## config.mk

```make
export PLATFORM = sky130hd
export DESIGN_NAME = fetch_unit
export DESIGN_NICKNAME = d
export VERILOG_FILES = /design/src/rtl/cpu32_pkg.sv /design/src/rtl/fetch_unit.sv
export SDC_FILE = /design/constraint.sdc
export NUM_CORES = 1
export LEC_CHECK = 0
export CORE_AREA = 2 2 162 85
export DETAILED_ROUTE_END_ITERATION = 8
export DIE_AREA = 0 0 164 87
export GPL_ROUTABILITY_DRIVEN = 0
export PLACE_DENSITY = 0.9
export SLEW_MARGIN = 15
export SYNTH_ARGS = -nofsm -noshare
export SYNTH_HDL_FRONTEND = slang
export SYNTH_SLANG_ARGS = --single-unit
```

## constraint.sdc

```tcl
create_clock -name clk -period 3.2 [get_ports clk]
set_input_delay 0.8 -clock clk [delete_from_list [all_inputs] [get_ports clk]]
set_output_delay 0.8 -clock clk [all_outputs]
set_load 0.1 [all_outputs]
```

## src/rtl/cpu32_pkg.sv

```systemverilog
// Shared cpu32 definitions: word width, default reset address, fetch FSM states.
package cpu32_pkg;

   localparam int XLEN = 32;
   localparam logic [XLEN-1:0] CPU32_RESET_PC = 32'h0000_0000;

   typedef enum logic [1:0] {
      ST_REQ     = 2'd0,
      ST_FULL    = 2'd1,
      ST_DISCARD = 2'd2
   } fetch_state_e;

   function automatic logic [XLEN-1:0] word_align(input logic [XLEN-1:0] a);
      return {a[XLEN-1:2], 2'b00};
   endfunction

endpackage

```

## src/rtl/fetch_unit.sv

```systemverilog
// Single-entry instruction fetch buffer with redirect/discard handling.
// Optional FETCH_PERF_EN adds perf_fetched, a count of decoder handshakes.
module fetch_unit
   import cpu32_pkg::*;
#(
   parameter logic [XLEN-1:0] RESET_PC = CPU32_RESET_PC
) (
   input  logic            clk,
   input  logic            rst_n,
   output logic            imem_req,
   output logic [XLEN-1:0] imem_addr,
   input  logic            imem_ack,
   input  logic [XLEN-1:0] imem_rdata,
   output logic            inst_valid,
   input  logic            inst_ready,
   output logic [XLEN-1:0] inst,
   output logic [XLEN-1:0] inst_pc,
   input  logic            redirect,
   input  logic [XLEN-1:0] redirect_pc
`ifdef FETCH_PERF_EN
   ,
   output logic [31:0]     perf_fetched
`endif
);

   fetch_state_e    state;
   logic [XLEN-1:0] pc;
   logic [XLEN-1:0] tgt;

   assign tgt = word_align(redirect_pc);

   always_ff @(posedge clk or negedge rst_n) begin
      if (!rst_n) begin
         state      <= ST_REQ;
         pc         <= RESET_PC;
         imem_req   <= 1'b0;
         imem_addr  <= RESET_PC;
         inst_valid <= 1'b0;
         inst       <= '0;
         inst_pc    <= '0;
      end else begin
         case (state)
            ST_REQ: begin
               // REQ with no request issued only happens on the first cycle after reset
               if (!imem_req) begin
                  imem_req <= 1'b1;
                  if (redirect) begin
                     pc        <= tgt;
                     imem_addr <= tgt;
                  end else begin
                     imem_addr <= pc;
                  end
               end else if (redirect) begin
                  pc <= tgt;
                  if (imem_ack) imem_addr <= tgt;
                  else          state     <= ST_DISCARD;
               end else if (imem_ack) begin
                  inst       <= imem_rdata;
                  inst_pc    <= imem_addr;
                  pc         <= imem_addr + 32'd4;
                  inst_valid <= 1'b1;
                  imem_req   <= 1'b0;
                  state      <= ST_FULL;
               end
            end
            ST_FULL: begin
               if (redirect) begin
                  inst_valid <= 1'b0;
                  pc         <= tgt;
                  imem_req   <= 1'b1;
                  imem_addr  <= tgt;
                  state      <= ST_REQ;
               end else if (inst_ready) begin
                  inst_valid <= 1'b0;
                  imem_req   <= 1'b1;
                  imem_addr  <= pc;
                  state      <= ST_REQ;
               end
            end
            ST_DISCARD: begin
               // old request stays on the bus; its data is dropped on ack
               if (imem_ack) begin
                  imem_addr <= redirect ? tgt : pc;
                  pc        <= redirect ? tgt : pc;
                  state     <= ST_REQ;
               end else if (redirect) begin
                  pc <= tgt;
               end
            end
            default: state <= ST_REQ;
         endcase
      end
   end

`ifdef FETCH_PERF_EN
   always_ff @(posedge clk or negedge rst_n) begin
      if (!rst_n)                       perf_fetched <= '0;
      else if (inst_valid && inst_ready) perf_fetched <= perf_fetched + 32'd1;
   end
`endif

endmodule

```

== Yosys cells after proc, flatten, opt, wreduce, memory -nomap -nowiden ==
Index checks and enable logic that the tools add are counted.
W data, S select, Z words.
Cells by class
  $add $sub $neg: 1
  equality and inequality tests: 12
  mux-type cells: 32
  bitwise operators: 1
  reductions and logical operators: 11
Operators by type and width (count)
  $mux W32: 10
  $pmux W32 S3: 1
  $pmux W32 S2: 1
  $add A32 B3 Y32 const B: 1
  $ne A3 B3 Y1 const B: 5
  $reduce_and A5 Y1: 3
  $mux W2: 7
  $mux W1: 10
  $ne A2 B2 Y1 const B: 4
  $pmux W2 S3: 1
  $ne A4 B4 Y1 const B: 1
  $pmux W1 S2: 2
  $reduce_and A2 Y1: 2
  $reduce_and A4 Y1: 1
  $reduce_bool A2 Y1: 2
  $reduce_bool A3 Y1: 1
  $eq A2 B1 Y1 const B: 1
  $eq A2 B2 Y1 const B: 1
  $logic_not A2 Y1: 1
  $reduce_or A2 Y1: 1
  $not A1 Y1: 1
Storage, ports and cells
  bits in registers: 132
  input bits: 69
  output and inout port bits: 98
  word-level logic and storage cells: 64

== Longest topological paths before layout ==
Gate-level depths: netlist (run 1).
  depth after elaboration: 5
  depth in mapped cells: 10
  depth with buffers taken out: 7

== Least setup slack after synthesis (run 1) ==
No wires, ideal clock.
  path kind: register -> register
  from: reg imem_addr[10]
  to: reg pc[25]
  library setup time: 83 ps
  arrival time: 2311 ps
  required time: 3117 ps
  slack: 806 ps
  cell stages (with the launch flop): 8
  path buffers: 2
  clock period less this slack: 2394 ps
  path through: dfrtp_1 -> buf_4 -> nand4_1 -> nor4_2 -> buf_4 -> nand4_1 -> xor2_1 -> o21ai_0
Between the ends
  word-level cells in the longest chain between the ends: 5
RTL lines
  start, declared: line fetch_unit.sv:11  | output logic [XLEN-1:0] imem_addr,
  start signal, assigned: line fetch_unit.sv:49  | imem_addr <= tgt;
  start signal, assigned: line fetch_unit.sv:51  | imem_addr <= pc;
  start signal, assigned: line fetch_unit.sv:55  | if (imem_ack) imem_addr <= tgt;
  $add A32 B3 Y32: line fetch_unit.sv:60  | pc <= imem_addr + 32'd4;
  $mux W32: line fetch_unit.sv:57  | end else if (imem_ack) begin
  $mux W32: line fetch_unit.sv:53  | end else if (redirect) begin
  $mux W32: line fetch_unit.sv:45  | if (!imem_req) begin
  $pmux W32 S2: line fetch_unit.sv:42  | case (state)
  end signal, assigned: line fetch_unit.sv:48  | pc <= tgt;
  end signal, assigned: line fetch_unit.sv:54  | pc <= tgt;
  end signal, assigned: line fetch_unit.sv:60
  end, declared: line fetch_unit.sv:27  | logic [XLEN-1:0] pc;
No other way between the ends. The select of a mux whose other input is x is not followed.
A chain may end at the register's enable or synchronous reset.

== Final worst setup path (run 1) ==
  from: in imem_ack
  to: reg imem_addr[25]
Between the ends
  word-level cells in the longest chain between the ends: 2
  elaborated cells between the ends (all ways): 3
  those cells by class: eq/ne: 2; reduce/logical: 1
RTL lines
  start, declared: line fetch_unit.sv:12  | input logic imem_ack,
  $ne A3 B3 Y1 (no line) / $ne A2 B2 Y1 (equally long branches)
  $reduce_and A5 Y1 (no line) (*)
Mark *: on every way between the ends. The rest lies on a longest branch, timed or not.

==> run summary, run 1 <==
status = complete, no violations
Synthesized Nets = 621
fmax = 0.402 GHz
floorplan row count = 30
Die Wd = 164 microns
largest net degree at the start of global routing = 51
Worst Max-Slew Pin Slew = 666 ps
pre-CTS setup slack = 330 ps
worst rel slew slack = 0.555
DIE HEIGHT = 87 microns
Initial Utilization = 0.484
Final Max Slew Viols = 0
CTS max path bufs = 2
nets@finish = 793
Post-CTS Hold Fix Bufs = 0
Syn Inst Count = 547
synth cell count leaders = dfrtp_1, mux2_2, nor2_1
IO Count = 167
Max-Cap Viols = 0
dpl hpwl = 12500 microns
Post-synth top flop = dfrtp_1
gr ovfl total = 0
Tot GR Track Use = 0.253
IO Port Bufs = 164
WL per Instance = 19.3 microns
area share of the largest cell type after synthesis = 0.524
sequential fraction of the synthesis area = 0.524
router iterations before antenna repair = 6
Mapped Area = 0.00631 sq mm
area grow syn2layout = 34.6%
Setup-failing EPs final = 0
Worst Reg2Reg Path Length in Cells = 7
Seq cells post-synth = 132
CTS root buf = clkbuf_16
remaining routing DRC violations = 0
total CTS buffers = 17
initial antenna violation count = 2
crit start category = primary input
Post-synth EDFFs = 0
Core Box Area = 0.0130 sq mm
Final Hold Fails = 0
worst setup margin = 711 ps
first-pass GRT wire length = 27400 microns
Final ANT Viol Nets = 0
crit path DAT = 2840 ps
minimum clock period = 2490 ps
TNS Setup = 0 ps
WS Path Type = in -> reg
fin util = 0.652
Vias/cell = 5.79
CP required = 3550 ps
async set-reset flop share out of synthesis = 1.00
H-Tree Depth = 4
Final period util = 0.778
count of unique library cells instantiated by Yosys = 48
count leader, synth = dfrtp_1
yosys synthesis warning count = 0
clock skew = 8.62 ps
Avg Cell Area, Syn = 11.5 sq um
via count = 5270
clock sink count = 132
Synth area leaders = dfrtp_1, mux2_2, mux2i_1
post-CTS sizing = 0
Die Area = 0.0143 sq mm
Hold Crit Class = in -> async
leading area contributor after synthesis = dfrtp_1
Total Wirelength = 17500 microns
CP Capture Type = flop
share of layout cells above drive strength 1 = 0.342
worst-path fanout max = 34
vias in the first global route = 5339
Fillers = 980
1st-iter DRT viols = 342
CTS tree = done
Clock Pin Slew Worst Setup and Hold Paths = 60 ps
RSZ-0062 raised after global routing = no
Clock Latency Late Sink = 420 ps
number of setup buffers added after CTS = 0
-- critical path, stage by stage --
cell and delay [ps]:
clkdlybuf4s50_1 720, o22ai_1 260, a311oi_4 350, buf_4 430
nor2_1 110, a21oi_2 130
-- layout make-up --
type / instances / area (sq um) / share of cell area
flip-flops and latches: 132 / 3300 / 0.389
multi-input cells: 372 / 2780 / 0.327
repair buffers: 184 / 1560 / 0.184
clock buffers: 18 / 429 / 0.0505
well taps: 176 / 220 / 0.0259
clock inverters: 14 / 154 / 0.0181
inverters: 12 / 45.0 / 0.00530
diodes: 2 / 5.00 / 0.000589
-- stage by stage --
| stage | cells | area [sq um] | hold slack, ps |
|---|---|---|---|
| finish | 910 | 8490 | 321 |
| global route | 908 | 8490 | 344 |
| CTS | 908 | 8490 | 328 |
| detailed placement | 876 | 7900 | 482 |
| global placement | 876 | 7900 | 463 |
| floorplan | 547 | 6310 | 449 |
-- layer usage --
| layer | routed length, microns | track usage | part of all wire |
|---|---|---|---|
| met2 | 7780 | 0.393 | 0.44 |
| met3 | 1930 | 0.0923 | 0.11 |
| met4 | 227 | 0.0726 | 0.013 |
| met1 | 7580 | 0.335 | 0.43 |
| met5 | 12 | 0 | 0.00068 |
-- sequential cells by signal, indices dropped and copies added, names as in the netlist --
| name | count |
|---|---|
| inst | 32 |
| pc | 32 |
| state | 2 |
| imem_req | 1 |
| inst_valid | 1 |
| imem_addr | 32 |
| inst_pc | 32 |
-- cell usage in the layout, fill, tap and decap left out, drive strengths merged, types with 2 or more instances in the layout --
master / instances
o21ai: 34
nor3: 4
clkinvlp: 2
dfrtp: 132
o22ai: 17
and2: 2
clkinv: 8
o32ai: 2
a21oi: 50
clkbuf: 18
clkdlybuf4s50: 65
nand2: 29
a31oi: 4
nand3: 13
xnor2: 10
nor2: 40
nand4: 12
nand2b: 3
and3: 7
xor2: 13
a22oi: 14
inv: 14
ha: 5
nor2b: 3
buf: 119
nor4: 2
a22o: 2
mux2: 60
bufinv: 2
mux2i: 30
and4: 4
diode: 2
-- worst paths after layout --
check                            start       endpoint  slack, ps
max reg2reg                   state[0]         pc[13]        920
max                           imem_ack  imem_addr[25]        710
min in group clk           inst_pc[22]    inst_pc[22]        490
max in group asynchronous        rst_n   imem_addr[6]       2060
min reg2reg                inst_pc[22]    inst_pc[22]        490
min                              rst_n     inst_pc[1]        320
-- cells by family after synthesis --
family,Yosys count,share of synthesized area
adder cells (fa/ha/maj),5,0.00992
multiplexers,90,0.155
AO/OA/AOI/OAI,132,0.142
flip-flops,132,0.524
AND/OR/NAND/NOR,122,0.0986
XOR/XNOR,23,0.0319
buffers and inverters,43,0.0391
Power of run 1 is not shown: default switching activity piles up to over one toggle a cycle in this logic, so the estimate is an artifact.
==> inputs of run 2 (changes only) <==
--- a/config.mk
+++ b/config.mk
@@ -5,11 +5,11 @@
 export SDC_FILE = /design/constraint.sdc
 export NUM_CORES = 1
 export LEC_CHECK = 0
-export CORE_AREA = 2 2 162 85
+export CORE_AREA = 2 2 164 86
 export DETAILED_ROUTE_END_ITERATION = 8
-export DIE_AREA = 0 0 164 87
+export DIE_AREA = 0 0 166 88
 export GPL_ROUTABILITY_DRIVEN = 0
-export PLACE_DENSITY = 0.9
+export PLACE_DENSITY = 0.88
 export SLEW_MARGIN = 15
 export SYNTH_ARGS = -nofsm -noshare
 export SYNTH_HDL_FRONTEND = slang
==> constraint.sdc (replaced) <==
create_clock -name clk -period 2.4 [get_ports clk]
set_input_delay 0.6 -clock clk [delete_from_list [all_inputs] [get_ports clk]]
set_output_delay 0.6 -clock clk [all_outputs]
set_load 0.1 [all_outputs]
==> run summary, run 2 (synthesis gave the netlist of run 1 again) <==
crit path DAT = 2450 ps
most frequent cells in the layout = dfrtp_1, buf_4, clkdlybuf4s50_1
worst rel slew slack = 0.628
gr ovfl total = 0
H-Tree Depth = 4
Initial Utilization = 0.479
Post-CTS Hold Fix Bufs = 0
crit path cell chain = inv_1, ha_1, nor2b_1, a21oi_1, buf_4, nand2_1, o22a_1, o221ai_1
vias in the first global route = 5288
fmax = 0.460 GHz
router iterations before antenna repair = 5
CTS root buf = clkbuf_16
Final Instance Area = 0.00878 sq mm
1st-iter DRT viols = 482
Core Box Area = 0.0132 sq mm
post-CTS sizing = 0
pre-CTS setup slack = -60.6 ps
CP Capture Type = flop
worst-path fanout max = 12
CTS max path bufs = 2
Worst Max-Slew Pin Slew = 559 ps
clock sink count = 132
via count = 5277
Die Wd = 166 microns
slowest cell delay on critical path = 430 ps
IO Port Bufs = 164
total CTS buffers = 17
CTS tree = done
IO Count = 167
Final ANT Viol Nets = 0
RSZ-0062 raised after global routing = no
largest net degree at the start of global routing = 56
Clock Pin Slew Worst Setup and Hold Paths = 60 ps
Final Max Slew Viols = 0
first-pass GRT wire length = 28000 microns
dpl hpwl = 13000 microns
clock skew = 6.37 ps
WL per Instance = 19.4 microns
CP required = 2680 ps
nets@finish = 814
initial antenna violation count = 1
share of layout cells above drive strength 1 = 0.360
DIE HEIGHT = 88 microns
WS Path Type = reg -> reg
Die Area = 0.0146 sq mm
Tot GR Track Use = 0.250
Hold Crit Class = in -> async
Worst Reg2Reg Path Length in Cells = 8
slowest CP cell = dfrtp_1
Total Wirelength = 18100 microns
Final Hold Fails = 0
area grow syn2layout = 39.3%
placed inst area = 0.00815 sq mm
floorplan row count = 30
TNS Setup = 0 ps
status = complete, no violations
commonest non-fill, non-tap cell in the layout = dfrtp_1
worst setup margin = 227 ps
Setup-failing EPs final = 0
Clock Latency Late Sink = 420 ps
number of setup buffers added after CTS = 0
Final period util = 0.905
minimum clock period = 2170 ps
Vias/cell = 5.67
remaining routing DRC violations = 0
crit start category = flop
Max-Cap Viols = 0
final hold slack = 132 ps
## run 2: cell types whose count changed in the layout (fill, tap and decap cells not counted), sizes merged
cell / change
clkinv: -3
bufinv: +2
buf: +21
inv: +1
## run 2: final cells by class
class,count,area [sq um]
Fill cell,980,4390
Sequential cell,132,3300
Multi-Input combinational cell,372,2780
Timing Repair Buffer,205,1810
Clock buffer,18,429
Tap cell,176,220
Clock inverter,14,201
Inverter,12,45.0
Antenna cell,2,5.00
## run 2: stage by stage
| step | std cells | util |
|---|---|---|
| 4_1_cts | 929 | 0.666 |
| 2_1_floorplan | 547 | - |
| 5_1_grt | 929 | 0.666 |
| 3_3_place_gp | 897 | 0.619 |
| 3_5_place_dp | 897 | 0.619 |
| 6_report | 931 | 0.667 |
## run 2: worst paths after layout
| path | startpoint | to | slack (ps) |
|---|---|---|---|
| max in group asynchronous | rst_n | inst[10] | 1570 |
| worst max register to register | state[1] | pc[2] | 230 |
| worst min-delay path | rst_n | inst_pc[19] | 130 |
| min in group clk | inst_pc[22] | inst_pc[22] | 490 |
| worst max-delay path | state[1] | pc[2] | 230 |
| worst min register to register | inst_pc[22] | inst_pc[22] | 490 |
## run 2: layer usage
layer  track usage  wire length (microns)  vias to the layer above
li1              -                      -                     2362
met1         0.336                   8020                     2623
met2         0.397                   8240                      258
met3        0.0768                   1560                       34
met4        0.0751                    254                        0
met5             0                      0                        -
## run 2: critical path: cells and delay by family (launching register included)
kind | cells | cell delay (ps)
simple gates | 2 | 430
flops | 1 | 430
fa+ha+maj | 1 | 430
compound gates | 3 | 410
buf+inv | 2 | 340
Power of run 2 is left out for the same reason.
==> inputs of run 3 (changes only) <==
--- a/config.mk
+++ b/config.mk
@@ -5,9 +5,10 @@
 export SDC_FILE = /design/constraint.sdc
 export NUM_CORES = 1
 export LEC_CHECK = 0
-export CORE_AREA = 2 2 164 86
+export ABC_AREA = 1
+export CORE_AREA = 2 2 171 89
 export DETAILED_ROUTE_END_ITERATION = 8
-export DIE_AREA = 0 0 166 88
+export DIE_AREA = 0 0 173 91
 export GPL_ROUTABILITY_DRIVEN = 0
 export PLACE_DENSITY = 0.88
 export SLEW_MARGIN = 15
==> run summary, run 3 <==
status = complete, no violations
sequential fraction of the synthesis area = 0.474
Setup-failing EPs final = 0
async set-reset flop share out of synthesis = 1.00
Seq cells post-synth = 132
most used cell, CP = nand2_1
Tot GR Track Use = 0.282
Synth area leaders = dfrtp_1, nand2_1, o21ai_0
leading area contributor after synthesis = dfrtp_1
CP required = 2750 ps
crit-path leading delay family = simple AND/OR/NAND/NOR gates
Total Wirelength = 22100 microns
Post-synth top flop = dfrtp_1
remaining routing DRC violations = 0
CTS root buf = clkbuf_16
Initial Utilization = 0.491
vias in the first global route = 6237
CTS tree = done
WL per Instance = 18.4 microns
area grow syn2layout = 32.6%
Final Hold Fails = 0
initial antenna violation count = 0
Max-Cap Viols = 0
most frequent cells in the layout = nand2_1, dfrtp_1, buf_4
FF-to-FF Start = imem_addr[2]
minimum clock period = 2220 ps
Final Max Slew Viols = 0
RSZ-0062 raised after global routing = no
WP buf/inv = 0
Die Wd = 173 microns
Diodes inserted = 0
IO Count = 167
DIE HEIGHT = 91 microns
Mapped Area = 0.00697 sq mm
CP Capture Type = flop
via count = 6772
Clock Pin Slew Worst Setup and Hold Paths = 70 ps
slowest cell delay on critical path = 480 ps
share of layout cells above drive strength 1 = 0.223
Fillers = 1176
synth cell count leaders = nand2_1, dfrtp_1, o21ai_0
Core Box Area = 0.0142 sq mm
Syn Inst Count = 819
CTS max path bufs = 2
crit path launch = imem_addr[2]
clock sink count = 132
first-pass GRT wire length = 34400 microns
IO Port Bufs = 164
floorplan row count = 31
Post-synth EDFFs = 0
H-Tree Depth = 4
count of unique library cells instantiated by Yosys = 44
Final period util = 0.926
slowest CP cell = dfrtp_1
crit path cell chain = ha_1, nand2_1, nor2_1, nand2_1, nor2_1, nand2_1, xor2_1, nand2_1, nand2_1, nand2_1, o21ai_1
Post-CTS Hold Fix Bufs = 0
Worst Max-Slew Pin Slew = 548 ps
Synthesized Nets = 893
area share of the largest cell type after synthesis = 0.474
clock skew = 10.2 ps
number of setup buffers added after CTS = 0
Die Area = 0.0157 sq mm
Avg Cell Area, Syn = 8.51 sq um
yosys synthesis warning count = 0
worst rel slew slack = 0.634
Hold Crit Class = in -> async
crit path DAT = 2570 ps
dpl hpwl = 16400 microns
TNS Setup = 0 ps
post-CTS sizing = 0
1st-iter DRT viols = 725
router iterations before antenna repair = 5
Final ANT Viol Nets = 0
total CTS buffers = 17
Vias/cell = 5.63
crit start category = flop
WS Path Type = reg -> reg
nets@finish = 1065
commonest non-fill, non-tap cell in the layout = nand2_1
gr ovfl total = 0
Clock Latency Late Sink = 420 ps
worst-path fanout max = 6
largest net degree at the start of global routing = 56
count leader, synth = nand2_1
fmax = 0.450 GHz
-- run 3: changes by cell type after synthesis, sizes merged, moves of 14 or more --
| cell | delta |
|---|---|
| a21oi | -16 |
| nand2 | +183 |
| nand3 | +44 |
| nor2 | +30 |
| o211ai | +21 |
| mux2 | -25 |
| o21ai | +61 |
| clkbuf | +14 |
| mux2i | -30 |
| o22ai | -15 |
| inv | +59 |
-- run 3: cell type report --
class	count	area [sq um]	area share
Sequential cell	132	3300	0.357
Timing Repair Buffer	191	1700	0.183
Multi-Input combinational cell	578	3170	0.343
Clock inverter	15	135	0.0146
Clock buffer	17	425	0.0460
Inverter	71	269	0.0291
Tap cell	198	248	0.0268
-- run 3: final timing paths --
| path | end | slack [ps] | cells past startpoint |
|---|---|---|---|
| worst max-delay path | pc[22] | 180 | 11 |
| worst min-delay path | inst_valid | 120 | 1 |
| worst max register to register | pc[22] | 180 | 11 |
| worst min register to register | pc[2] | 480 | 2 |
| max in group asynchronous | inst[31] | 1630 | 2 |
| min in group clk | pc[2] | 480 | 2 |
-- run 3: metrics by stage --
stage / std cells / cell area [sq um] / utilization / hold WS [ps] / setup slack, ps
after floorplan: 819 / 6970 / - / 304 / 30.1
after global placement: 1170 / 8690 / 0.612 / 463 / 140
after detailed placement: 1170 / 8690 / 0.612 / 471 / 94.5
after CTS: 1202 / 9250 / 0.651 / 162 / 250
after global routing: 1202 / 9250 / 0.651 / 159 / 55.2
final: 1202 / 9250 / 0.651 / 118 / 178
-- run 3: per-layer routing --
layer | vias up | global-route usage | wire length (microns)
li1 | 3092 | - | -
met1 | 3198 | 0.410 | 9860
met2 | 430 | 0.400 | 9110
met3 | 52 | 0.0942 | 2740
met4 | 0 | 0.0749 | 428
met5 | - | 0 | 0
-- run 3: cell families after synthesis --
group,Yosys count,share of synthesized area
compound gates,176,0.150
xor+xnor,7,0.00879
fa+ha+maj,5,0.00897
flops,132,0.474
buf+inv,109,0.0723
simple gates,355,0.219
mux,35,0.0673
-- run 3: worst register-to-register path: stages (launching register included) --
cell and delay [ps]:
dfrtp_1 480, ha_1 280, nand2_1 70, nor2_1 280
nand2_1 180, nor2_1 220, nand2_1 90, xor2_1 240
nand2_1 100, nand2_1 80, nand2_1 40, o21ai_1 80
Power of run 3 is left out for the same reason.
